### src/rtl/traffic_intersection_ctrl.sv
`default_nettype none
// ============================================================================
// Module      : traffic_intersection_ctrl
// Description : Two-direction (NS/EW) intersection controller with a tick
//               prescaler, a per-phase countdown, a fixed phase ring with
//               all-red clearance, pedestrian early-green termination and a
//               flash (maintenance) mode with blinking yellow.
// Revision    : 1.0 - initial release
// ============================================================================
module traffic_intersection_ctrl #(
    parameter int TICK_DIV    = 100000000,
    parameter int GREEN_TIME  = 9,
    parameter int MIN_GREEN   = 3,
    parameter int YELLOW_TIME = 3,
    parameter int ALLRED_TIME = 1,
    parameter int CNT_W       = 4
) (
    input  logic             clk,
    input  logic             reset,
    input  logic             start,
    input  logic             flash_req,
    input  logic [1:0]       ped_req,
    output logic [2:0]       ns_lights,
    output logic [2:0]       ew_lights,
    output logic [1:0]       walk,
    output logic [CNT_W-1:0] count,
    output logic [2:0]       phase,
    output logic             tick
);

    localparam int TCNT_W = $clog2(TICK_DIV);

    localparam logic [TCNT_W-1:0] TCNT_LAST  = TCNT_W'(TICK_DIV - 1);
    localparam logic [CNT_W-1:0]  GREEN_CNT  = CNT_W'(GREEN_TIME);
    localparam logic [CNT_W-1:0]  YELLOW_CNT = CNT_W'(YELLOW_TIME);
    localparam logic [CNT_W-1:0]  ALLRED_CNT = CNT_W'(ALLRED_TIME);
    localparam logic [CNT_W-1:0]  ONE        = CNT_W'(1);
    // Elapsed green (GREEN_TIME - count + 1) reaches MIN_GREEN exactly when
    // count has fallen to this value or below.
    localparam logic [CNT_W-1:0]  CUT_LIMIT  = CNT_W'(GREEN_TIME + 1 - MIN_GREEN);

    localparam logic [2:0] RED    = 3'b100;
    localparam logic [2:0] YELLOW = 3'b010;
    localparam logic [2:0] GREEN  = 3'b001;

    typedef enum logic [2:0] {
        IDLE = 3'd0,
        NS_G = 3'd1,
        NS_Y = 3'd2,
        AR1  = 3'd3,
        EW_G = 3'd4,
        EW_Y = 3'd5,
        AR2  = 3'd6
    } state_t;

    state_t             state;
    state_t             state_n;
    logic [CNT_W-1:0]   cnt;
    logic [CNT_W-1:0]   cnt_n;
    logic [TCNT_W-1:0]  tcnt;
    logic [TCNT_W-1:0]  tcnt_n;
    logic               blink;
    logic               blink_n;
    logic [1:0]         ped_pending;
    logic [1:0]         ped_n;

    assign tick  = (tcnt == TCNT_LAST);
    assign phase = state;
    assign count = cnt;

    // State register: phase, countdown, prescaler, blink and pending requests
    always_ff @(posedge clk) begin
        if (reset) begin
            state       <= IDLE;
            cnt         <= '0;
            tcnt        <= '0;
            blink       <= 1'b0;
            ped_pending <= '0;
        end else begin
            state       <= state_n;
            cnt         <= cnt_n;
            tcnt        <= tcnt_n;
            blink       <= blink_n;
            ped_pending <= ped_n;
        end
    end

    // Next-state logic: ring advance, countdown, early cut, flash and phase entry
    always_comb begin
        state_n = state;
        cnt_n   = cnt;
        blink_n = blink;
        ped_n   = ped_pending | ped_req;
        tcnt_n  = tick ? '0 : tcnt + TCNT_W'(1);

        case (state)
            IDLE: begin
                if (tick) begin
                    blink_n = ~blink;
                end
                if (start && !flash_req) begin
                    state_n = NS_G;
                end
            end
            NS_G: begin
                if (tick) begin
                    // flash overrides the minimum-green guard on the ped cut
                    if (flash_req || (cnt == ONE) || (ped_pending[1] && (cnt <= CUT_LIMIT))) begin
                        state_n = NS_Y;
                    end else begin
                        cnt_n = cnt - ONE;
                    end
                end
            end
            NS_Y: begin
                if (tick) begin
                    if (cnt == ONE) state_n = AR1;
                    else            cnt_n   = cnt - ONE;
                end
            end
            AR1: begin
                if (tick) begin
                    if (cnt == ONE) state_n = flash_req ? IDLE : EW_G;
                    else            cnt_n   = cnt - ONE;
                end
            end
            EW_G: begin
                if (tick) begin
                    if (flash_req || (cnt == ONE) || (ped_pending[0] && (cnt <= CUT_LIMIT))) begin
                        state_n = EW_Y;
                    end else begin
                        cnt_n = cnt - ONE;
                    end
                end
            end
            EW_Y: begin
                if (tick) begin
                    if (cnt == ONE) state_n = AR2;
                    else            cnt_n   = cnt - ONE;
                end
            end
            AR2: begin
                if (tick) begin
                    if (cnt == ONE) state_n = flash_req ? IDLE : NS_G;
                    else            cnt_n   = cnt - ONE;
                end
            end
            default: begin
                state_n = IDLE;
            end
        endcase

        // Phase entry: restart the prescaler and load the new duration.
        // Entering a green serves (clears) that direction's ped request,
        // overriding a request arriving in the same cycle.
        if (state_n != state) begin
            tcnt_n = '0;
            case (state_n)
                IDLE: begin
                    cnt_n   = '0;
                    blink_n = 1'b0;
                end
                NS_G: begin
                    cnt_n    = GREEN_CNT;
                    ped_n[0] = 1'b0;
                end
                EW_G: begin
                    cnt_n    = GREEN_CNT;
                    ped_n[1] = 1'b0;
                end
                NS_Y, EW_Y: begin
                    cnt_n = YELLOW_CNT;
                end
                default: begin
                    cnt_n = ALLRED_CNT;
                end
            endcase
        end
    end

    // Output decode: lamps and walk signals straight from the registered phase
    always_comb begin
        ns_lights = RED;
        ew_lights = RED;
        walk      = 2'b00;
        case (state)
            IDLE: begin
                ns_lights = {1'b0, blink, 1'b0};
                ew_lights = {1'b0, blink, 1'b0};
            end
            NS_G: begin
                ns_lights = GREEN;
                walk      = 2'b01;
            end
            NS_Y: begin
                ns_lights = YELLOW;
            end
            EW_G: begin
                ew_lights = GREEN;
                walk      = 2'b10;
            end
            EW_Y: begin
                ew_lights = YELLOW;
            end
            default: begin
                ns_lights = RED;
                ew_lights = RED;
            end
        endcase
    end

endmodule
`default_nettype wire
### config.mk
export PLATFORM = sky130hd
export DESIGN_NAME = traffic_intersection_ctrl
export DESIGN_NICKNAME = d
export VERILOG_FILES = /design/src/rtl/traffic_intersection_ctrl.sv
export SDC_FILE = /design/constraint.sdc
export NUM_CORES = 1
export LEC_CHECK = 0
export CAP_MARGIN = 20
export CORE_MARGIN = 4
export CORE_UTILIZATION = 45
export CTS_CLUSTER_SIZE = 25
export DETAILED_ROUTE_END_ITERATION = 16
export PLACE_DENSITY_LB_ADDON = 0.12
export REMOVE_ABC_BUFFERS = 1
export SLEW_MARGIN = 20
export SYNTH_ARGS = -nofsm -noshare
export SYNTH_HDL_FRONTEND = slang
export SYNTH_SLANG_ARGS = --single-unit
### constraint.sdc
create_clock -name clk -period 5.8 [get_ports clk]
set_input_delay 0.87 -clock clk [delete_from_list [all_inputs] [get_ports clk]]
set_output_delay 0.87 -clock clk [all_outputs]
set_load 0.01 [all_outputs]
==> flow_summary.toml <==
[outcome]
status = "complete, no violations"

[clock_network]
insertion_delay_ns = 0.28
hold_buffers = 0
clock-sinks = 37
post_cts_buffers = 0
clock_path_buffers = 2
cts_htree_levels = 2
cts_buffers = 5
clk_pin_slew_worst_paths_ns = 0.07
cts_root_buffer = "clkbuf_8"
post_cts_resized = 0
tritoncts = "done"

[timing]
finalCritPeriodShare_pct = 53.7
slew_violations = 0
finClkSkew_ns = 0.00815
final.setup.worst_slack_ns = 2.68
hold_viol_final = 0
slew_headroom_pct = 36.7
setup_tns_ns = 0
whs_ns = 0.458
period_needed_ns = 3.12
setup_viol = 0
max_freq_mhz = 321
rsz0062_at_grt = "no"
worstMarginPinSlew_ns = 0.949

[final_layout]
fillerInstances = 430
multiInputGateArea_mm2 = 0.00123
diodes = 0
seq_area_um2 = 741
finalNetCount = 267
area_delta_synth_final_pct = 15.1
drive_above_1_share_pct = 7.34

[synthesis]
synth_edf_count = 0
yosysMostFrequentCell = "nor2_1"
ys_top_cells_by_area = "dfxtp_1, nor2_1, xor2_1, xnor2_1, nand3_1"
syn_area_mm2 = 0.00207
syn_inst = 242
synthArstFlopShare_pct = 0
avgSynthCellArea_um2 = 8.54
synthFlopType = "dfxtp_1"
yosys.area.top_type = "dfxtp_1"
synth-seq-cells = 37
ys_warn_count = 0
yosysSeqAreaShare_pct = 35.8
synth.distinct_cells = 51
synth.top_cell.area_share_pct = 35.8
ys_top_cells_by_count = "nor2_1, dfxtp_1, xor2_1"

[detailed_routing]
first_pass_iters = 4
post_drt_via_cell_ratio = 5.48
avgRoutedWirePerCell_um = 13.6
drtAntennaViolNets = 0
routed_wl_mm = 4.23
dr_total_vias = 1704
drc = 0
first_iter_violations = 113

[worst_setup_path]
crit_path_start = "flash_req"
setup.worst_path.class = "input port to flip-flop"
reg2regPathDepth = 8
critPathRequiredTime_ns = 6.01
startpoint_type = "input port"
r2r_end = "tcnt[9]$_SDFF_PP0_"
crit_path_end = "tcnt[9]$_SDFF_PP0_"
cp_max_fo = 27
worstPathArrival_ns = 3.32
end_kind = "flip-flop"
worstReg2RegStart = "count[0]$_SDFFE_PP0P_"
rrSetupSlack_ns = 2.91

[place]
hpwlAfterDp_mm = 3.11
place_ws_ns = 2.41
io_buffers = 21
gp_congestion = 0.812

[flow_run]
cap_viol_max_count = 0

[power]
leakage_nw = 0.885
p_total_mw = 0.514
p_per_area_mw_per_mm2 = 216
peakVddDrop_mv = 0.165

[floorplan]
start_util_pct = 46.8
rows = 24
core_area_mm2 = 0.00441
fp.dieW_um = 75.8
io_pins = 22
dieArea_mm2 = 0.00574
chipHeight_um = 75.8

[global_route]
grt_pass1_vias = 1502
grt_pass1_wl_mm = 7.17
grt_overflow_total = 0
antenna_found_initial = 0
track_usage_pct = 16.3
grt_max_degree = 28

[min_path]
min_path_type = "flip-flop to flip-flop"
## through the flow
step           instance area [um^2]  std cells  util, %
6_report                       2380        311     53.9
3_3_place_gp                   2280        303     51.6
3_5_place_dp                   2280        303     51.6
5_1_grt                        2380        311     53.9
2_1_floorplan                  2000        230        -
4_1_cts                        2380        311     53.9
## per-layer routing
metal  wire length [um]  share of wire (%)  track usage (%)
met3                215                5.1             4.09
met2               1940                 46             25.3
met1               2030                 48             22.4
met4                 32               0.76             4.85
met5                  0                  0                0
## cell families after synthesis
kind of cell	after synthesis	share of synthesized area, %
compound gates	31	11.9
xor+xnor	29	12.3
fa+ha+maj	4	2.30
buf+inv	20	4.54
flops	37	35.8
mux	1	0.545
simple gates	120	32.6
## flip-flops by register name (all words and copies together) (netlist names)
register,flops
ped_pending,2
blink,1
tcnt,27
count,4
phase,3
## area by class of cell
cell class	count	share of cell area, %
clock buffer	7	4.05
clock inverter	1	0.210
inverter	8	1.26
multi-input combinational	185	51.8
sequential	37	31.1
tap	52	2.73
timing repair buffer	21	8.83
## power breakdown
| part | total [mW] | switching (mW) | internal (mW) |
|---|---|---|---|
| sequential | 0.267 | 0.00762 | 0.259 |
| clock | 0.196 | 0.0884 | 0.107 |
| combinational | 0.0515 | 0.0277 | 0.0238 |
| total | 0.514 | 0.124 | 0.390 |
## cell usage in the layout (no fill, tap or decap), types with 8 or more instances in the layout
cell type / instances
inv_1: 8
nand3_1: 13
clkdlybuf4s50_1: 21
xnor2_1: 14
and3_1: 8
nor2_1: 48
nand4_1: 9
dfxtp_1: 37
xor2_1: 15
nand2_1: 13
## worst min path at each step
stage | startpoint | endpoint | slack, ns | depth (start not counted)
detailed placement | tcnt[0]$_SDFF_PP0_ | tcnt[0]$_SDFF_PP0_ | 0.44 | 1
global route | tcnt[0]$_SDFF_PP0_ | tcnt[0]$_SDFF_PP0_ | 0.47 | 1
finish | tcnt[0]$_SDFF_PP0_ | tcnt[0]$_SDFF_PP0_ | 0.46 | 1
CTS | tcnt[0]$_SDFF_PP0_ | tcnt[0]$_SDFF_PP0_ | 0.46 | 1
global placement | tcnt[0]$_SDFF_PP0_ | tcnt[0]$_SDFF_PP0_ | 0.43 | 1
floorplan | tcnt[0]$_SDFF_PP0_ | tcnt[0]$_SDFF_PP0_ | 0.42 | 1
## critical path, cell delays in order
cell             delay (ns)
clkdlybuf4s50_1        0.47
o31ai_1                0.51
o22ai_1                0.17
o22ai_1                0.13
o21ai_1                0.18
or3_1                  0.75
nor2_1                 0.23
Note: power is estimated with default switching activity, not from simulation.
